`config.mk`:
```
export PLATFORM = sky130hd
export DESIGN_NAME = ulpi_init_seq_flat
export DESIGN_NICKNAME = d
export VERILOG_FILES = /design/src/rtl/ulpi_init_seq_pkg.sv /design/src/rtl/ulpi_init_seq_if.sv /design/src/rtl/ulpi_init_seq.sv /design/src/flat_wrapper.sv
export SDC_FILE = /design/constraint.sdc
export NUM_CORES = 1
export LEC_CHECK = 0
export ABC_AREA = 0
export ABC_CLOCK_PERIOD_IN_PS = 2500
export CELL_PAD_IN_SITES_DETAIL_PLACEMENT = 1
export CELL_PAD_IN_SITES_GLOBAL_PLACEMENT = 2
export CORE_UTILIZATION = 30
export CTS_BUF_LIST = sky130_fd_sc_hd__clkbuf_8 sky130_fd_sc_hd__clkbuf_16
export DETAILED_ROUTE_END_ITERATION = 10
export PLACE_DENSITY_LB_ADDON = 0.08
export SKIP_CTS_REPAIR_TIMING = 1
export SLEW_MARGIN = 20
export SYNTH_ARGS = -nofsm -noshare
export SYNTH_HDL_FRONTEND = slang
export SYNTH_SLANG_ARGS = --single-unit
```
`constraint.sdc`:
```
create_clock -name clk -period 2.5 [get_ports clk]
set_input_delay 0.375 -clock clk [delete_from_list [all_inputs] [get_ports clk]]
set_output_delay 0.375 -clock clk [all_outputs]
set_load 0.02 [all_outputs]
```
`src/rtl/ulpi_init_seq_pkg.sv`:
```
// ulpi_init_seq_pkg
// Shared definitions for the ULPI PHY init sequencer:
//   - register addresses and init values written after START
//   - length of the init table
//   - sequencer state encoding
//   - init_entry(): combinational table lookup by write index
package ulpi_init_seq_pkg;

  localparam int INIT_LEN = 3;

  localparam logic [5:0] REG_FUNC_CTRL = 6'h04;
  localparam logic [5:0] REG_OTG_CTRL  = 6'h0A;
  localparam logic [5:0] REG_IFC_CTRL  = 6'h07;

  // Function Control: full-speed transceiver, non-driving opmode, SuspendM=1
  localparam logic [7:0] VAL_FUNC_CTRL = 8'h49;
  // OTG Control: DP/DM pulldowns off
  localparam logic [7:0] VAL_OTG_CTRL  = 8'h00;
  localparam logic [7:0] VAL_IFC_CTRL  = 8'h00;

  typedef enum logic [2:0] {
    ST_IDLE      = 3'd0,
    ST_DELAY     = 3'd1,
    ST_WAIT_BUS  = 3'd2,
    ST_ISSUE     = 3'd3,
    ST_WAIT_ACK  = 3'd4,
    ST_WAIT_DONE = 3'd5,
    ST_FINISH    = 3'd6,
    ST_FAIL      = 3'd7
  } state_t;

  typedef struct packed {
    logic [5:0] addr;
    logic [7:0] data;
  } reg_write_t;

  // Out-of-range indices return an all-zero entry.
  function automatic reg_write_t init_entry(input logic [1:0] idx);
    reg_write_t e;
    e.addr = '0;
    e.data = '0;
    case (idx)
      2'd0: begin e.addr = REG_FUNC_CTRL; e.data = VAL_FUNC_CTRL; end
      2'd1: begin e.addr = REG_OTG_CTRL;  e.data = VAL_OTG_CTRL;  end
      2'd2: begin e.addr = REG_IFC_CTRL;  e.data = VAL_IFC_CTRL;  end
      default: ;
    endcase
    return e;
  endfunction

endpackage

```
`src/rtl/ulpi_init_seq_if.sv`:
```
// ulpi_init_seq_if
// Control/handshake bundle of the ULPI init sequencer.
//   start      : one-cycle pulse that begins the init sequence
//   dir        : ULPI DIR pin, high while the PHY owns the bus
//   wr_busy    : busy flag of the downstream register-write stage
//   write_data : one-cycle request to the register-write stage
//   addr/data  : register address/value of the current write
//   busy       : sequence running
//   done/error : sticky completion / timeout flags
// master = sequencer side, slave = environment (PHY + register writer).
interface ulpi_init_seq_if;

  logic       start;
  logic       dir;
  logic       wr_busy;
  logic       write_data;
  logic [5:0] addr;
  logic [7:0] data;
  logic       busy;
  logic       done;
  logic       error;

  modport master (
    input  start, dir, wr_busy,
    output write_data, addr, data, busy, done, error
  );

  modport slave (
    output start, dir, wr_busy,
    input  write_data, addr, data, busy, done, error
  );

endinterface

```
`src/rtl/ulpi_init_seq.sv`:
```
// ulpi_init_seq
// After START, waits STARTUP_CYCLES, then issues the three-entry init
// table to the ULPI register-write stage, one write at a time, waiting for
// the PHY to release the bus (DIR low) and for the writer to be idle.
// Each write must be acknowledged (WR_BUSY rising) within 2 cycles and
// must complete within TIMEOUT_CYCLES, otherwise the sequence stops in
// FAIL with error held. done/error stay set until the next START or reset.
// Ports:
//   clk : clock, rising edge
//   rst : asynchronous active-low reset
//   bus : ulpi_init_seq_if.master (start/dir/wr_busy in, write request,
//         addr/data and busy/done/error status out)
module ulpi_init_seq
  import ulpi_init_seq_pkg::*;
#(
  parameter int STARTUP_CYCLES = 16,
  parameter int TIMEOUT_CYCLES = 255
) (
  input  logic            clk,
  input  logic            rst,
  ulpi_init_seq_if.master bus
);

  localparam int CNT_MAX = (STARTUP_CYCLES > TIMEOUT_CYCLES) ? STARTUP_CYCLES : TIMEOUT_CYCLES;
  localparam int CNT_W   = $clog2(CNT_MAX + 1);
  localparam logic [CNT_W-1:0] DELAY_LAST   = CNT_W'(STARTUP_CYCLES - 1);
  localparam logic [CNT_W-1:0] TIMEOUT_LAST = CNT_W'(TIMEOUT_CYCLES - 1);
  localparam logic [1:0]       IDX_LAST     = 2'(INIT_LEN - 1);

  state_t           state_reg, state_next;
  logic [1:0]       idx_reg, idx_next;
  logic [CNT_W-1:0] cnt_reg, cnt_next, cnt_inc;
  logic             dir_reg;

  reg_write_t       entry;
  reg_write_t       out_entry;
  logic             wr_req;
  logic             busy;
  logic             done;
  logic             error;

  // Saturating increment: the counter sticks at all-ones instead of wrapping.
  assign cnt_inc = (&cnt_reg) ? cnt_reg : cnt_reg + 1'b1;
  assign entry   = init_entry(idx_reg);

  // DIR is sampled into a flop before use, like a pad input register, so
  // the bus-free decision acts one cycle after DIR falls.
  always_ff @(posedge clk or negedge rst) begin
    if (!rst) begin
      state_reg <= ST_IDLE;
      idx_reg   <= '0;
      cnt_reg   <= '0;
      dir_reg   <= 1'b1;
    end else begin
      state_reg <= state_next;
      idx_reg   <= idx_next;
      cnt_reg   <= cnt_next;
      dir_reg   <= bus.dir;
    end
  end

  always_comb begin
    state_next = state_reg;
    idx_next   = idx_reg;
    cnt_next   = cnt_reg;
    out_entry  = '0;
    wr_req     = 1'b0;
    busy       = 1'b0;
    done       = 1'b0;
    error      = 1'b0;

    case (state_reg)
      ST_IDLE, ST_FINISH, ST_FAIL: begin
        done  = (state_reg == ST_FINISH);
        error = (state_reg == ST_FAIL);
        if (bus.start) begin
          state_next = ST_DELAY;
          idx_next   = '0;
          cnt_next   = '0;
        end
      end

      ST_DELAY: begin
        busy = 1'b1;
        if (cnt_reg >= DELAY_LAST) begin
          state_next = ST_WAIT_BUS;
          cnt_next   = '0;
        end else begin
          cnt_next = cnt_inc;
        end
      end

      ST_WAIT_BUS: begin
        busy = 1'b1;
        if (idx_reg > IDX_LAST) begin
          state_next = ST_FAIL;
        end else if (!dir_reg && !bus.wr_busy) begin
          state_next = ST_ISSUE;
        end
      end

      ST_ISSUE: begin
        busy       = 1'b1;
        wr_req     = 1'b1;
        out_entry  = entry;
        state_next = ST_WAIT_ACK;
        cnt_next   = '0;
      end

      // Two cycles of grace for the writer to raise its busy flag.
      ST_WAIT_ACK: begin
        busy      = 1'b1;
        out_entry = entry;
        if (bus.wr_busy) begin
          state_next = ST_WAIT_DONE;
          cnt_next   = '0;
        end else if (cnt_reg >= 1) begin
          state_next = ST_FAIL;
        end else begin
          cnt_next = cnt_inc;
        end
      end

      // DIR is deliberately ignored here; only the timeout can abort.
      ST_WAIT_DONE: begin
        busy      = 1'b1;
        out_entry = entry;
        if (!bus.wr_busy) begin
          idx_next   = idx_reg + 1'b1;
          cnt_next   = '0;
          state_next = (idx_reg == IDX_LAST) ? ST_FINISH : ST_WAIT_BUS;
        end else if (cnt_reg >= TIMEOUT_LAST) begin
          state_next = ST_FAIL;
        end else begin
          cnt_next = cnt_inc;
        end
      end

      default: begin
        state_next = ST_IDLE;
      end
    endcase
  end

  assign bus.write_data = wr_req;
  assign bus.addr       = out_entry.addr;
  assign bus.data       = out_entry.data;
  assign bus.busy       = busy;
  assign bus.done       = done;
  assign bus.error      = error;

endmodule

```
`src/flat_wrapper.sv`:
```
// flat-port wrapper written by rule: the top's interface ports become plain ports
module ulpi_init_seq_flat import ulpi_init_seq_pkg::*;
#(
  parameter int STARTUP_CYCLES = 16,
  parameter int TIMEOUT_CYCLES = 255
)
  (clk, rst, bus_start, bus_dir, bus_wr_busy, bus_write_data, bus_addr, bus_data, bus_busy, bus_done, bus_error);
  ulpi_init_seq_if bus_i ();
  input  logic clk;
  input  logic rst;
  input wire logic [$bits(bus_i.start)-1:0] bus_start;
  input wire logic [$bits(bus_i.dir)-1:0] bus_dir;
  input wire logic [$bits(bus_i.wr_busy)-1:0] bus_wr_busy;
  output wire logic [$bits(bus_i.write_data)-1:0] bus_write_data;
  output wire logic [$bits(bus_i.addr)-1:0] bus_addr;
  output wire logic [$bits(bus_i.data)-1:0] bus_data;
  output wire logic [$bits(bus_i.busy)-1:0] bus_busy;
  output wire logic [$bits(bus_i.done)-1:0] bus_done;
  output wire logic [$bits(bus_i.error)-1:0] bus_error;
  assign bus_i.start = bus_start;
  assign bus_i.dir = bus_dir;
  assign bus_i.wr_busy = bus_wr_busy;
  assign bus_write_data = bus_i.write_data;
  assign bus_addr = bus_i.addr;
  assign bus_data = bus_i.data;
  assign bus_busy = bus_i.busy;
  assign bus_done = bus_i.done;
  assign bus_error = bus_i.error;
  ulpi_init_seq #(.STARTUP_CYCLES(STARTUP_CYCLES), .TIMEOUT_CYCLES(TIMEOUT_CYCLES)) u_core (.clk(clk), .rst(rst), .bus(bus_i));
endmodule
```
==> Word-level counts from Yosys, hierarchy flattened <==
Cells that the tools add are included.
{ "word_totals": {"ff_bits": 14, "latch_bits": 0, "ram_bits": 0, "romBits": 0, "input_bits": 5, "word_cells": 68, "mem_count": 0} }
{ "op_classes": {"n_addsub": 2, "mul": 0, "n_div": 0, "magnitude_cmp": 4, "eq_ne": 17, "n_shift": 0, "muxes": 27, "bitwise_logic": 0, "reduce_logical": 14} }
{ "ops": {"columns": ["operator", "n"], "rows": [
  ["8-bit 2-to-1 mux", 7],
  ["8-bit case mux with 5 select lines", 1],
  ["12-bit case mux with 3 select lines", 1],
  ["3-bit 2-to-1 mux", 9],
  ["3-bit case mux with 6 select lines", 1],
  ["3-bit equality test, second input constant", 4],
  ["12-bit 2-to-1 mux", 1],
  ["8-bit by 1-bit adder with 8-bit output, second input constant", 1],
  ["8-bit by 1-bit >= comparator with 1-bit output, second input constant", 1],
  ["8-bit by 4-bit >= comparator with 1-bit output, second input constant", 1],
  ["8-bit >= comparator, second input constant", 1],
  ["8-bit AND reduction", 1],
  ["3-bit by 2-bit equality test with 1-bit output, second input constant", 2],
  ["3-bit by 2-bit != test with 1-bit output, second input constant", 2],
  ["3-bit != test, second input constant", 2],
  ["3-bit OR reduction", 2],
  ["5-bit AND reduction", 1],
  ["5-bit nonzero test", 1],
  ["5-bit OR reduction", 1],
  ["1-bit 2-to-1 mux", 4],
  ["2-bit 2-to-1 mux", 2],
  ["2-bit != test, second input constant", 2],
  ["2-bit case mux with 2 select lines", 1],
  ["4-bit AND reduction", 1],
  ["other kinds (13)", 14]
]} }

==> Logic depth before layout (Yosys ltp) <==
{ "logic_depth": {"depth_word": 5, "depth_mapped": 8, "ltp_nobuf": 7} }

==> Worst setup path before layout <==
OpenSTA, ideal clock, no wires.
{ "synth_timing": {"path_kind": "register to output", "start": "reg u_core.state_reg[1]", "end": "out bus_data[3]", "arrival_ns": 1.638, "required_ns": 2.125, "path_slack_ns": 0.487, "stages_incl_launch_ff": 7, "n_path_buf": 3, "path_cell_list": "dfrtp_1 -> buf_2 -> clkbuf_1 -> and2_1 -> nand2b_1 -> and2_1 -> buf_4"} }
{ "synth_via": {"elab_chain_len": 3} }
{ "synth_lines": {"columns": ["item", "line_no", "text"], "rows": [
  ["start: declaration", "ulpi_init_seq.sv:30", "state_t state_reg, state_next;"],
  ["start signal: assignment", "ulpi_init_seq.sv:55", "state_reg <= state_next;"],
  ["3-bit by 2-bit equality test with 1-bit output or 3-bit equality test (tied branches)", "ulpi_init_seq.sv:72", "case (state_reg)"],
  ["3-bit OR reduction (no source line) *", null, null],
  ["12-bit 2-to-1 mux *", "ulpi_init_seq.sv:72", null],
  ["end: declaration", "flat_wrapper.sv:16", "output wire logic [$bits(bus_i.data)-1:0] bus_data;"]
]} }
Every way passes the cells marked *; elsewhere a longest branch is shown, timed or not.

==> Worst setup path in the final report <==
{ "layout_timing": {"start": "reg u_core.state_reg[2]", "end": "out bus_data[6]"} }
Same word-level chain as after synthesis.

==> metrics.cfg <==
[layout]
finalNonFillerCells=208
mostFrequentLayoutCells=clkdlybuf4s50_1, dfrtp_1, nand2_1, nor2_1, a21oi_1
diodes=0
nNetsFinal=176
fillCellCount=440
utilization_pct=38.75
largest_reg_flops=8
mostFrequentLayoutCell=clkdlybuf4s50_1
syn2layout_area_growth_pct=20.29
drive_above_1_share_pct=13.75

[grt]
grt_overflow=0
grt_usage_pct=15.83
grt_max_degree=18
grt_pass1_wl_um=5237
grt_pass1_vias=1081
antenna_found_initial=0

[power]
powerDensity_nw_per_um2=1194
p_leak_nw=0.6105
power_mw=1.744
peakVddDrop_uv=643.4

[floorplanning]
rows=22
ios=23
die_w_um=65.64
core-area_um2=3771
start_util_pct=32.22
die-height_um=65.64
die_area_um2=4308

[critical_path]
crit_arrival_ns=1.97
crit_path_end_kind=output port
slowest_delay_ns=0.62
cp_max_fo=5
required_ns=2.12
path_class=reg2out
slowest_stage=clkdlybuf4s50_1
cpMostUsedCell=and2_1
path_delay_family=simple AND/OR/NAND/NOR gates
cp.buffers_inverters=1
startpoint_type=flip-flop
path_cells=nor2b_1, and2_1, nand2b_1, and2_1, clkdlybuf4s50_1

[placed_design]
dp.cells=204
port_buffers=15
gp_congestion=0.7145
dp.final_hpwl_um=2332

[cts]
clk_latency_ns=0.25
clockRootBuffer=clkbuf_8
cts_sinks=14
cts.path.max_buffers=2
cts_tree=built
cts_made_buffers=3
path_clk_slew_ns=0.06
cts-htree-levels=1

[synthesis]
ys_warn_count=0
synth_top_area_share_pct=26.78
yosysSeqAreaShare_pct=28.94
yosys.area.top_type=dfrtp_1
synth_edf_count=0
synthDistinctLibCells=45
synth.area.top_cells=dfrtp_1, ha_1, buf_4
syn_inst=143
async_flop_share_pct=100.0
synth_top_flop_cell=dfrtp_1
synth_area_um2=1215
avgSynthCellArea_um2=8.496
ys_seq_elements=14

[detailed_routing]
vias_per_cell=5.168
firstDrtPassIters=4
drc_errors=0
drtAntennaViolNets=0
drt_iter0_markers=67
vias=1075
wl_per_cell_um=14.76
wirelength_um=3071

[timing]
fin_skew_ns=0.001347
fin_crit_ns=2.344
setup_violations=0
report.final.slew_viol_count=0
hold_violations=0
max_freq_ghz=0.4265
fin_crit_sh_pct=93.78
rsz0062_at_grt=no
slew_headroom_pct=53.17
worst_slew_pin_slew_ns=0.6973
tns_ns=0

[outcome]
outcome=completed

[hold_path]
hp-class=in2reg

[job]
maxCapViolations=0

layout make-up:
cell class | instances | area [um2] | area share [%]
Timing Repair Buffer | 23 | 210.2 | 14.38
Inverter | 8 | 30.03 | 2.055
Tap cell | 48 | 60.06 | 4.110
Clock buffer | 4 | 55.05 | 3.767
Sequential cell | 14 | 351.6 | 24.06
Multi-Input combinational cell | 111 | 754.5 | 51.63
per-stage QoR:
stage | setup WS [ns] | area, um2 | hold slack (ns)
after CTS | 0.1298 | 1461 | 0.5312
after detailed placement | 0.1000 | 1406 | 0.5800
after global routing | 0.03357 | 1461 | 0.5377
after floorplan | 0.4873 | 1237 | 0.07941
after global placement | 0.2371 | 1406 | 0.5359
final | 0.1556 | 1461 | 0.5341
logic make-up (layout without fill, tap and decap cells):
kind of cell    after synthesis  in the layout  share of synthesized area (%)
simple gates                 55             55                          27.19
compound gates               35             35                          18.95
buf+inv                      24             35                          10.81
flops                        14             14                          28.94
fa+ha+maj                    10             10                          10.30
mux                           4              4                          3.501
other cells                   1              7                         0.3087
metal layers:
layer / wire [um] / share of wire (%) / track usage, % / vias to the layer above
met5: 0 / 0 / 0 / -
met4: 28 / 0.91 / 5.707 / 0
met3: 77 / 2.5 / 1.910 / 4
met2: 1373 / 45 / 24.36 / 15
met1: 1591 / 52 / 22.42 / 527
li1: - / - / - / 529
power breakdown:
group	switching [mW]	internal, mW
sequential	0.0469	0.282
combinational	0.667	0.522
clock	0.0873	0.140
worst paths after layout:
check	depth (start not counted)	from	slack (ns)	end
worst max-delay path	5	u_core.state_reg[2]	0.16	bus_data[6]
worst min-delay path	1	bus_dir	0.53	u_core.dir_reg
worst max register to register	5	u_core.cnt_reg[5]	0.26	u_core.cnt_reg[0]
worst min register to register	2	u_core.cnt_reg[1]	0.57	u_core.cnt_reg[1]
max in group asynchronous	1	rst	1.52	u_core.cnt_reg[0]
min in group asynchronous	1	rst	0.54	u_core.state_reg[1]
synthesized netlist by cell type (3+ instances only):
library cell and n:
dfrtp_1 13, inv_1 8, nand2_1 12, clkbuf_1 3, nor2_1 12, ha_1 10
buf_2 3, buf_4 10, and2_1 5, nand2b_1 3, o21ai_0 6, a21oi_1 11
nand3_1 5, nor3_1 3
Note: power is estimated with default switching activity, not from simulation.
